$ cat src/rtl/fetch_pkg.sv
// Shared definitions for the instruction fetch sequencer.
//   fetch_state_e  : sequencer FSM states
//   Def*           : default values for the top-level parameters
//   OpcodeWidth    : width of the opcode field at the top of each instruction
//   sat_inc32      : saturating 32-bit increment for the optional perf counters
package fetch_pkg;

    typedef enum logic [1:0] {
        StIdle   = 2'd0,
        StFetch  = 2'd1,
        StDrain  = 2'd2,
        StHalted = 2'd3
    } fetch_state_e;

    localparam int unsigned DefAddrWidth   = 11;
    localparam int unsigned DefDataWidth   = 16;
    localparam int unsigned DefReadLatency = 2;
    localparam int unsigned OpcodeWidth    = 5;

    localparam logic [OpcodeWidth-1:0] DefHaltOpcode = 5'b00000;

    function automatic logic [31:0] sat_inc32(input logic [31:0] v);
        return (v == 32'hFFFF_FFFF) ? v : v + 32'd1;
    endfunction

endpackage

$ cat src/rtl/fetch_fifo.sv
// Skid FIFO holding captured instructions until decode accepts them.
//   clk_i, rst_ni : clock, asynchronous active-low reset
//   flush_i       : empty the FIFO (wins over push/pop on the same edge)
//   push_i/data_i : write one entry
//   pop_i         : drop the head entry (ignored when empty)
//   data_o        : head entry
//   count_o       : current occupancy
//   empty_o       : occupancy is zero
module fetch_fifo #(
    parameter int unsigned WIDTH = 8,
    parameter int unsigned DEPTH = 3,
    localparam int unsigned CntW = $clog2(DEPTH + 1),
    localparam int unsigned PtrW = (DEPTH > 1) ? $clog2(DEPTH) : 1
) (
    input  logic             clk_i,
    input  logic             rst_ni,
    input  logic             flush_i,
    input  logic             push_i,
    input  logic [WIDTH-1:0] data_i,
    input  logic             pop_i,
    output logic [WIDTH-1:0] data_o,
    output logic [CntW-1:0]  count_o,
    output logic             empty_o
);

    logic [WIDTH-1:0] mem_q [DEPTH];
    logic [PtrW-1:0]  wr_ptr_q;
    logic [PtrW-1:0]  rd_ptr_q;
    logic [CntW-1:0]  count_q;
    logic             do_push;
    logic             do_pop;

    // Pointers wrap at DEPTH, which need not be a power of two.
    function automatic logic [PtrW-1:0] ptr_inc(input logic [PtrW-1:0] p);
        return (p == PtrW'(DEPTH - 1)) ? '0 : p + PtrW'(1);
    endfunction

    always_comb begin
        do_pop  = pop_i && (count_q != '0);
        // A push into a full FIFO is only safe when the head leaves on the same edge.
        do_push = push_i && ((count_q != CntW'(DEPTH)) || do_pop);
    end

    always_ff @(posedge clk_i or negedge rst_ni) begin
        if (!rst_ni) begin
            for (int i = 0; i < int'(DEPTH); i++) begin
                mem_q[i] <= '0;
            end
            wr_ptr_q <= '0;
            rd_ptr_q <= '0;
            count_q  <= '0;
        end else if (flush_i) begin
            wr_ptr_q <= '0;
            rd_ptr_q <= '0;
            count_q  <= '0;
        end else begin
            if (do_push) begin
                mem_q[wr_ptr_q] <= data_i;
                wr_ptr_q        <= ptr_inc(wr_ptr_q);
            end
            if (do_pop) begin
                rd_ptr_q <= ptr_inc(rd_ptr_q);
            end
            count_q <= count_q + CntW'(do_push) - CntW'(do_pop);
        end
    end

    always_comb begin
        data_o  = mem_q[rd_ptr_q];
        count_o = count_q;
        empty_o = (count_q == '0);
    end

endmodule

$ cat src/rtl/fetch_sequencer.sv
// Instruction fetch sequencer: streams reads from a fixed-latency program memory
// into a skid FIFO and hands instructions to decode with a valid/ready handshake.
// Supports redirects (flush + new PC) and stops on a HALT opcode.
//   clka, rst_n              : clock, asynchronous active-low reset
//   start, start_addr        : begin fetching (accepted in IDLE or HALTED)
//   redir_valid, redir_addr  : redirect in FETCH/DRAIN
//   mem_addr, mem_data       : program memory address out, read data in
//   instr_valid/ready/data/pc: instruction handshake to decode
//   busy, done               : FETCH or DRAIN / HALTED
// Optional build macro FETCH_SEQ_PERF_EN adds saturating counters stall_cnt
// (instr_valid && !instr_ready cycles) and fetch_cnt (reads issued).
module fetch_sequencer
    import fetch_pkg::*;
#(
    parameter int unsigned ADDR_WIDTH   = DefAddrWidth,
    parameter int unsigned DATA_WIDTH   = DefDataWidth,
    // Legal range 1..2.
    parameter int unsigned READ_LATENCY = DefReadLatency,
    parameter logic [OpcodeWidth-1:0] HALT_OPCODE = DefHaltOpcode
) (
    input  logic                  clka,
    input  logic                  rst_n,
    input  logic                  start,
    input  logic [ADDR_WIDTH-1:0] start_addr,
    input  logic                  redir_valid,
    input  logic [ADDR_WIDTH-1:0] redir_addr,
    output logic [ADDR_WIDTH-1:0] mem_addr,
    input  logic [DATA_WIDTH-1:0] mem_data,
    output logic                  instr_valid,
    input  logic                  instr_ready,
    output logic [DATA_WIDTH-1:0] instr_data,
    output logic [ADDR_WIDTH-1:0] instr_pc,
    output logic                  busy,
    output logic                  done
`ifdef FETCH_SEQ_PERF_EN
    ,
    output logic [31:0]           stall_cnt,
    output logic [31:0]           fetch_cnt
`endif
);

    localparam int unsigned FifoDepth = READ_LATENCY + 1;
    localparam int unsigned FifoW     = DATA_WIDTH + ADDR_WIDTH;
    localparam int unsigned FifoCntW  = $clog2(FifoDepth + 1);
    localparam int unsigned OccW      = 4;

    fetch_state_e state_q, state_d;
    logic [ADDR_WIDTH-1:0] pc_q, pc_d;

    // Read tags: stage READ_LATENCY-1 is the oldest and lines up with mem_data.
    logic [READ_LATENCY-1:0] tag_vld_q, tag_vld_d;
    logic [ADDR_WIDTH-1:0]   tag_pc_q [READ_LATENCY];
    logic [ADDR_WIDTH-1:0]   tag_pc_d [READ_LATENCY];

    logic                fifo_empty;
    logic [FifoCntW-1:0] fifo_count;
    logic [FifoW-1:0]    fifo_head;
    logic                fifo_push;
    logic                pop;

    logic            redirect;
    logic            start_ok;
    logic            capture;
    logic            halt_cap;
    logic            issue;
    logic [OccW-1:0] inflight;
    logic [OccW-1:0] occ;

    always_comb begin
        inflight = '0;
        for (int i = 0; i < int'(READ_LATENCY); i++) begin
            inflight = inflight + OccW'(tag_vld_q[i]);
        end
    end

    always_comb begin
        pop      = instr_valid && instr_ready;
        redirect = redir_valid && ((state_q == StFetch) || (state_q == StDrain));
        start_ok = start && ((state_q == StIdle) || (state_q == StHalted));
        capture  = tag_vld_q[READ_LATENCY-1] && !redirect;
        halt_cap = capture && (state_q == StFetch) &&
                   (mem_data[DATA_WIDTH-1 -: OpcodeWidth] == HALT_OPCODE);
        // Every in-flight read already owns a FIFO slot. The entry leaving this
        // cycle frees its slot now, which keeps one issue per cycle in steady state.
        occ      = inflight + OccW'(fifo_count) - OccW'(pop);
        issue    = (state_q == StFetch) && !redirect && !halt_cap &&
                   (occ < OccW'(FifoDepth));
        fifo_push = capture;
    end

    // Next-state and PC.
    always_comb begin
        state_d = state_q;
        pc_d    = pc_q;
        unique case (state_q)
            StIdle, StHalted: begin
                if (start_ok) begin
                    state_d = StFetch;
                    pc_d    = start_addr;
                end
            end
            StFetch: begin
                if (redirect) begin
                    pc_d = redir_addr;
                end else if (halt_cap) begin
                    state_d = StDrain;
                end
            end
            StDrain: begin
                if (redirect) begin
                    state_d = StFetch;
                    pc_d    = redir_addr;
                end else if (pop && (fifo_count == FifoCntW'(1))) begin
                    // Younger reads were discarded, so the last entry is the halt.
                    state_d = StHalted;
                end
            end
            default: state_d = StIdle;
        endcase
        if (issue) begin
            pc_d = pc_q + ADDR_WIDTH'(1);
        end
    end

    // Tag pipeline: redirect and halt both kill every younger read.
    always_comb begin
        tag_vld_d = '0;
        tag_pc_d  = tag_pc_q;
        if (!redirect && !halt_cap) begin
            tag_vld_d[0] = issue;
            tag_pc_d[0]  = pc_q;
            for (int i = 1; i < int'(READ_LATENCY); i++) begin
                tag_vld_d[i] = tag_vld_q[i-1];
                tag_pc_d[i]  = tag_pc_q[i-1];
            end
        end
    end

    always_ff @(posedge clka or negedge rst_n) begin
        if (!rst_n) begin
            state_q   <= StIdle;
            pc_q      <= '0;
            tag_vld_q <= '0;
            for (int i = 0; i < int'(READ_LATENCY); i++) begin
                tag_pc_q[i] <= '0;
            end
        end else begin
            state_q   <= state_d;
            pc_q      <= pc_d;
            tag_vld_q <= tag_vld_d;
            tag_pc_q  <= tag_pc_d;
        end
    end

    fetch_fifo #(
        .WIDTH (FifoW),
        .DEPTH (FifoDepth)
    ) u_fifo (
        .clk_i   (clka),
        .rst_ni  (rst_n),
        .flush_i (redirect),
        .push_i  (fifo_push),
        .data_i  ({mem_data, tag_pc_q[READ_LATENCY-1]}),
        .pop_i   (pop),
        .data_o  (fifo_head),
        .count_o (fifo_count),
        .empty_o (fifo_empty)
    );

    always_comb begin
        mem_addr    = pc_q;
        instr_valid = !fifo_empty;
        instr_data  = instr_valid ? fifo_head[FifoW-1 -: DATA_WIDTH] : '0;
        instr_pc    = instr_valid ? fifo_head[ADDR_WIDTH-1:0] : '0;
        busy        = (state_q == StFetch) || (state_q == StDrain);
        done        = (state_q == StHalted);
    end

`ifdef FETCH_SEQ_PERF_EN
    logic [31:0] stall_cnt_q;
    logic [31:0] fetch_cnt_q;

    always_ff @(posedge clka or negedge rst_n) begin
        if (!rst_n) begin
            stall_cnt_q <= '0;
            fetch_cnt_q <= '0;
        end else begin
            if (instr_valid && !instr_ready) begin
                stall_cnt_q <= sat_inc32(stall_cnt_q);
            end
            if (issue) begin
                fetch_cnt_q <= sat_inc32(fetch_cnt_q);
            end
        end
    end

    always_comb begin
        stall_cnt = stall_cnt_q;
        fetch_cnt = fetch_cnt_q;
    end
`endif

endmodule

$ cat config.mk
export PLATFORM = sky130hd
export DESIGN_NAME = fetch_sequencer
export DESIGN_NICKNAME = d
export VERILOG_FILES = /design/src/rtl/fetch_pkg.sv /design/src/rtl/fetch_fifo.sv /design/src/rtl/fetch_sequencer.sv
export SDC_FILE = /design/constraint.sdc
export NUM_CORES = 1
export LEC_CHECK = 0
export BUFFER_PORTS_ARGS = -buffer_cell sky130_fd_sc_hd__buf_2
export CAP_MARGIN = 20
export CORE_MARGIN = 2
export CORE_UTILIZATION = 30
export CTS_CLUSTER_DIAMETER = 150
export DETAILED_ROUTE_END_ITERATION = 7
export GPL_TIMING_DRIVEN = 0
export PLACE_DENSITY = 0.51
export SETUP_SLACK_MARGIN = 0.3
export SLEW_MARGIN = 5
export SYNTH_ARGS = -nofsm -noshare
export SYNTH_HDL_FRONTEND = slang
export SYNTH_SLANG_ARGS = --single-unit
$ cat constraint.sdc
create_clock -name clka -period 3.5 [get_ports clka]
set_input_delay 0.525 -clock clka [delete_from_list [all_inputs] [get_ports clka]]
set_output_delay 0.525 -clock clka [all_outputs]
set_load 0.01 [all_outputs]
# --- Word-level counts from Yosys, hierarchy flattened ---
# Cells that the tools add are included.
classes:
  n_lt_le_gt_ge: 4
  n_addsub: 8
  n_eq_ne: 13
  n_bitwise: 3
  n_reduce_logical: 31
  n_mux: 26
ops:
  columns: ["op", "count"]
  rows:
  - ["$bwmux W81", 1]
  - ["$mux W27", 3]
  - ["$bmux W27 S2", 1]
  - ["$demux W27 S2", 1]
  - ["$mux W11", 4]
  - ["$mux W2", 13]
  - ["$pmux W11 S2", 1]
  - ["$mux W16", 1]
  - ["$logic_and A1 B1 Y1", 14]
  - ["$add A11 B1 Y11 const B", 1]
  - ["$eq A2 B2 Y1 const B", 4]
  - ["$ne A2 B2 Y1 const B", 4]
  - ["$ge A3 B3 Y1 const B", 2]
  - ["$ne A3 B3 Y1 const B", 2]
  - ["$not A2 Y3", 2]
  - ["$pmux W2 S3", 1]
  - ["$reduce_bool A2 Y1", 3]
  - ["$logic_not A5 Y1", 1]
  - ["$add A2 B1 Y2 const B", 2]
  - ["$eq A2 B1 Y1 const B", 2]
  - ["$logic_not A2 Y1", 2]
  - ["$lt A4 B2 Y1 const B", 1]
  - ["$reduce_and A2 Y1", 2]
  - ["$reduce_and A4 Y1", 1]
  - ["other kinds (11)", 16]
word_totals:
  regBits: 124

# --- Longest topological paths before layout ---
depth:
  ltp_word: 12
  ltp_mapped: 14

# --- Hierarchy ---
# From an unflattened synthesis, not the netlist that was laid out.
hier_totals:
  cells_unflattened: 505
  hier_area_um2: 6363.6
modules_own_cells:
  columns: ["module", "seq_area_each_um2", "instances", "area_per_inst_um2", "cells_per_inst"]
  rows:
  - ["fetch_fifo", 2177.1, 1, 4015.1, 295]
  - ["fetch_sequencer", 925.9, 1, 2348.5, 210]

# --- Worst setup path after synthesis ---
# OpenSTA, ideal clock, no wires.
synth_timing:
  kind: "reg-to-reg"
  from: "register u_fifo.count_q[1] (netlist: u_fifo.count_o[1])"
  to: "register pc_q[10] (netlist: mem_addr[10])"
  required_time_ns: 3.377
  slack_ns: -0.006
  period_less_slack_ns: 3.506
  arrival_time_ns: 3.384
  path_stages_with_launch: 15
  n_path_buf: 1
  cell_sequence: "dfrtp_1 -> nor2_1 -> inv_1 -> nand2_1 -> inv_1 -> ha_1 -> fa_1 -> fa_1 -> xor2_1 -> a2111oi_4 -> nand2_1 -> inv_2 -> buf_6 -> a21oi_1 -> o221a_2"
synth_via:
  elab_chain_len: 8
  word_cells_on_any_way: 11
synth_lines:
  columns: ["element", "line_no", "rtl"]
  rows:
  - ["from (decl)", "fetch_fifo.sv:29", "logic [CntW-1:0] count_q;"]
  - ["from (signal assigned)", "fetch_fifo.sv:64", "count_q <= count_q + CntW'(do_push) - CntW'(do_pop);"]
  - ["$logic_not A2 Y1 (*)", "fetch_fifo.sv:71", "empty_o = (count_q == '0);"]
  - ["$logic_not A1 Y1 (*)", "fetch_sequencer.sv:172", "instr_valid = !fifo_empty;"]
  - ["via instr_valid", "fetch_sequencer.sv:29", "output logic instr_valid,"]
  - ["$logic_and A1 B1 Y1 (*)", "fetch_sequencer.sv:77", "pop = instr_valid && instr_ready;"]
  - ["$sub A3 B1 Y4 (*)", "fetch_sequencer.sv:85", "occ = inflight + OccW'(fifo_count) - OccW'(pop);"]
  - ["$lt A4 B2 Y1 (*)", "fetch_sequencer.sv:87", "(occ < OccW'(FifoDepth));"]
  - ["$logic_and A1 B1 Y1 (*)", "fetch_sequencer.sv:86", "issue = (state_q == StFetch) && !redirect && !halt_cap &&"]
  - ["$ne A3 B3 Y1 (no line) or $ne A3 B1 Y1 (tied branches)", null, null]
  - ["$reduce_and A2 Y1 (no line)", null, null]
  - ["to (signal assigned)", "fetch_sequencer.sv:149", "pc_q <= pc_d;"]
  - ["to (decl)", "fetch_sequencer.sv:48", "logic [ADDR_WIDTH-1:0] pc_q, pc_d;"]
# Mark *: on every way through the listed nets, which the timed path passes. The rest lies on a longest branch.
# A chain may end at the register's enable or synchronous reset.

# --- Worst setup path in the final report ---
layout_timing:
  from: "register u_fifo.count_q[0] (netlist: u_fifo.count_o[0])"
  to: "register pc_q[7] (netlist: mem_addr[7])"
layout_via:
  elab_chain_len: 8
  word_cells_on_any_way: 11
layout_lines:
  columns: ["element", "line_no"]
  rows:
  - ["parallel branches: the longest is 3 deep, another holds $add A2 B2 Y3", null]
  - ["$sub A3 B1 Y4 (*)", "fetch_sequencer.sv:85"]
  - ["$lt A4 B2 Y1 (*)", "fetch_sequencer.sv:87"]
  - ["$logic_and A1 B1 Y1 (*)", "fetch_sequencer.sv:86"]
  - ["$ne A3 B3 Y1 (no line) or $ne A3 B1 Y1 (tied branches)", null]
  - ["$reduce_and A2 Y1 (no line)", null]
# Every way passes the cells marked *.

==> results.json <==
{
  "slew_headroom_pct": 53.7,
  "antenna_found_initial": 0,
  "fin_crit_sh_pct": 85.7,
  "drtPass1Iterations": 4,
  "postCtsHoldBufs": 0,
  "rsz0062_at_grt": "false",
  "drc": 0,
  "core_area_mm2": 0.0202,
  "cts_root_buf": "clkbuf_16",
  "numPortBuffers": 83,
  "drv_slew": 0,
  "grt_remaining_overflow": 0,
  "antenna_left": 0,
  "clock_path_buffers": 2,
  "start_util_pct": 30.5,
  "async_flop_share_pct": 100,
  "place_congestion": 0.778,
  "die_w_um": 147,
  "r2r_end": "mem_addr[7]",
  "crit_top_cell": "inv_2",
  "final_util_pct": 37.8,
  "clk_pin_slew_ns": 0.06,
  "finalInstanceArea_mm2": 0.00762,
  "dp_slack_ns": -0.131,
  "start_kind": "register",
  "area_growth_pct": 24.0,
  "grt_pass1_wl_um": 23100,
  "yosys_warnings": 0,
  "synthCells": 511,
  "yosysTopAreaCellShare_pct": 50.5,
  "grt.total_usage_pct": 13.7,
  "required_ns": 3.80,
  "drtIter0Drc": 215,
  "end_kind": "register",
  "fp-row-count": 52,
  "path_cells": "nor2_4 > inv_2 > nand2_4 > inv_2 > ha_4 > fa_2 > fa_1 > nor2_1 > a2111oi_4 > nand2_2 > inv_4 > buf_4 > a21oi_1 > o211a_1",
  "dpl.hpwl_um": 9840,
  "status": "finished clean",
  "viasPerCell": 4.69,
  "slowest_stage": "fa_1",
  "slowest_delay_ns": 0.48,
  "worstReg2RegStart": "u_fifo.count_o[0]",
  "power.density_mw_per_mm2": 946,
  "syn_nets": 566,
  "grt_max_degree": 77,
  "reg2reg_setup_slack_ns": 0.50,
  "crit_type": "register to register",
  "total_power_mw": 7.21,
  "ir_drop_mv": 0.553,
  "placed_area_mm2": 0.00694,
  "syn_area_per_cell_um2": 12.0,
  "yosys-top-cells-area": "dfrtp_1 (50%), mux2_2 (15%), mux2i_1 (5.5%)",
  "synth_top_area_cell": "dfrtp_1",
  "layout_common_cells": "dfrtp_1 (123), buf_2 (88), mux2_2 (81)",
  "crit_family": "adder cells",
  "min_period_ns": 3.00,
  "antenna-diode-count": 0,
  "synth.distinct_cells": 47,
  "die_h_um": 147,
  "avgRoutedWirePerCell_um": 15.6,
  "yosysSeqAreaShare_pct": 50.5,
  "grt_pass1_vias": 4476,
  "finalHoldViolCount": 0,
  "cts-buffers-inserted": 17,
  "crit_path_max_fanout": 10,
  "cts_tree": "done",
  "synthFlopType": "dfrtp_1",
  "cp_num_buf_inv": 4,
  "fmax_ghz": 0.333,
  "via_count": 4226,
  "fin_ws_ns": 0.499,
  "final_common_cell": "dfrtp_1",
  "maxCapViolCount": 0,
  "synth_edf_count": 0,
  "setup_tns_ns": 0,
  "ys_seq_elements": 124,
  "ios": 84,
  "drive_gt1_share_pct": 40.7,
  "die_area_mm2": 0.0216,
  "clkSinkCount": 124,
  "cts_max_level": 4,
  "crit_arrival_ns": 3.30,
  "final-setup-viol-count": 0,
  "skew_ns": 0.00574,
  "worst_r2r_path_depth": 14,
  "syn_area_mm2": 0.00614,
  "wl_um": 14100,
  "worst_pin_slew_ns": 0.694,
  "power_leakage_nw": 3.63,
  "clock_latency_ns": 0.41,
  "nets": 674,
  "min_path_type": "input pin to asynchronous set/reset pin"
}
cell type report:
type | count | area, µm²
Multi-Input combinational cell | 345 | 2830
Timing Repair Buffer | 89 | 484
Clock buffer | 21 | 470
Tap cell | 270 | 338
Sequential cell | 124 | 3100
Clock inverter | 11 | 140
Buffer | 28 | 204
Inverter | 14 | 55.1
Fill cell | 2002 | 12500
cell usage after synthesis (2+ instances only):
cell type and count:
and2_1 6, clkbuf_1 11, mux2i_1 34, a21o_1 2, a211oi_1 3, nand2b_1 3
inv_1 11, nor3_1 10, o21ai_0 4, buf_6 7, o211ai_1 2, nor2b_1 3
buf_2 5, xnor2_1 4, a2111oi_0 5, buf_12 2, nand4_1 2, buf_4 2
dfrtp_1 124, nor2_1 72, nand3_1 7, inv_2 3, a21oi_1 39, fa_1 2
ha_1 10, mux2_4 20, nor4_1 3, nand2_1 15, and3_1 2, mux2_2 81
worst max-delay path by stage:
stage                         endpoint  cells past startpoint  slack (ns)               from
after detailed placement   mem_addr[8]                     14       -0.13  u_fifo.count_o[1]
after floorplan           mem_addr[10]                     14        0.33  u_fifo.count_o[1]
after global placement     mem_addr[5]                     13       -0.08  u_fifo.count_o[1]
after CTS                  mem_addr[8]                     14        0.31  u_fifo.count_o[1]
final                      mem_addr[7]                     14        0.50  u_fifo.count_o[0]
after global routing       mem_addr[3]                     14        0.30  u_fifo.count_o[0]
flip-flops by register name, indices dropped and copies added (netlist names):
signal           count
tag_pc_q            22
u_fifo.mem_q        81
state_q              2
u_fifo.count_o       2
u_fifo.rd_ptr_q      2
mem_addr            11
u_fifo.wr_ptr_q      2
tag_vld_q            2
kinds of logic after synthesis:
group                    Yosys count  share of synthesized area (%)
buffers and inverters             42                           4.17
multiplexers                     136                           25.5
AO/OA/AOI/OAI                     61                           6.58
AND/OR/NAND/NOR                  131                           9.90
adder cells (fa/ha/maj)           12                           2.69
flip-flops                       124                           50.5
XOR/XNOR                           5                          0.713
repair_timing:
item	in CTS	in global routing
gates cloned	0	1
pin swaps	3	6
resized for setup	4	5
buffers inserted	2	2
endpoints found under the setup margin	12	10
per-layer routing:
layer	up-vias	track usage (%)	share of wire, %
li1	2019	-	-
met1	2099	17.4	46
met2	93	22.2	48
met3	15	4.44	4.8
met4	0	4.62	1.2
met5	-	0	0
worst reg2reg max path: cells and delay by family (launching register included):
kind	cells	cell delay [ns]
flip-flops	1	0.40
AO/OA/AOI/OAI	3	0.63
buffers and inverters	4	0.40
adder cells (fa/ha/maj)	3	1.08
AND/OR/NAND/NOR	4	0.39
where the power goes:
group / internal, mW / switching, mW
clock network: 1.17 / 0.630
registers: 2.04 / 0.426
logic: 1.41 / 1.53
through the flow:
step	cells	hold slack [ns]
after floorplan	511	0.229
after global placement	864	0.468
after detailed placement	865	0.470
after CTS	899	0.0590
after global routing	902	0.0791
final	902	0.0534
No activity file was read; power rests on OpenSTA's default activity.
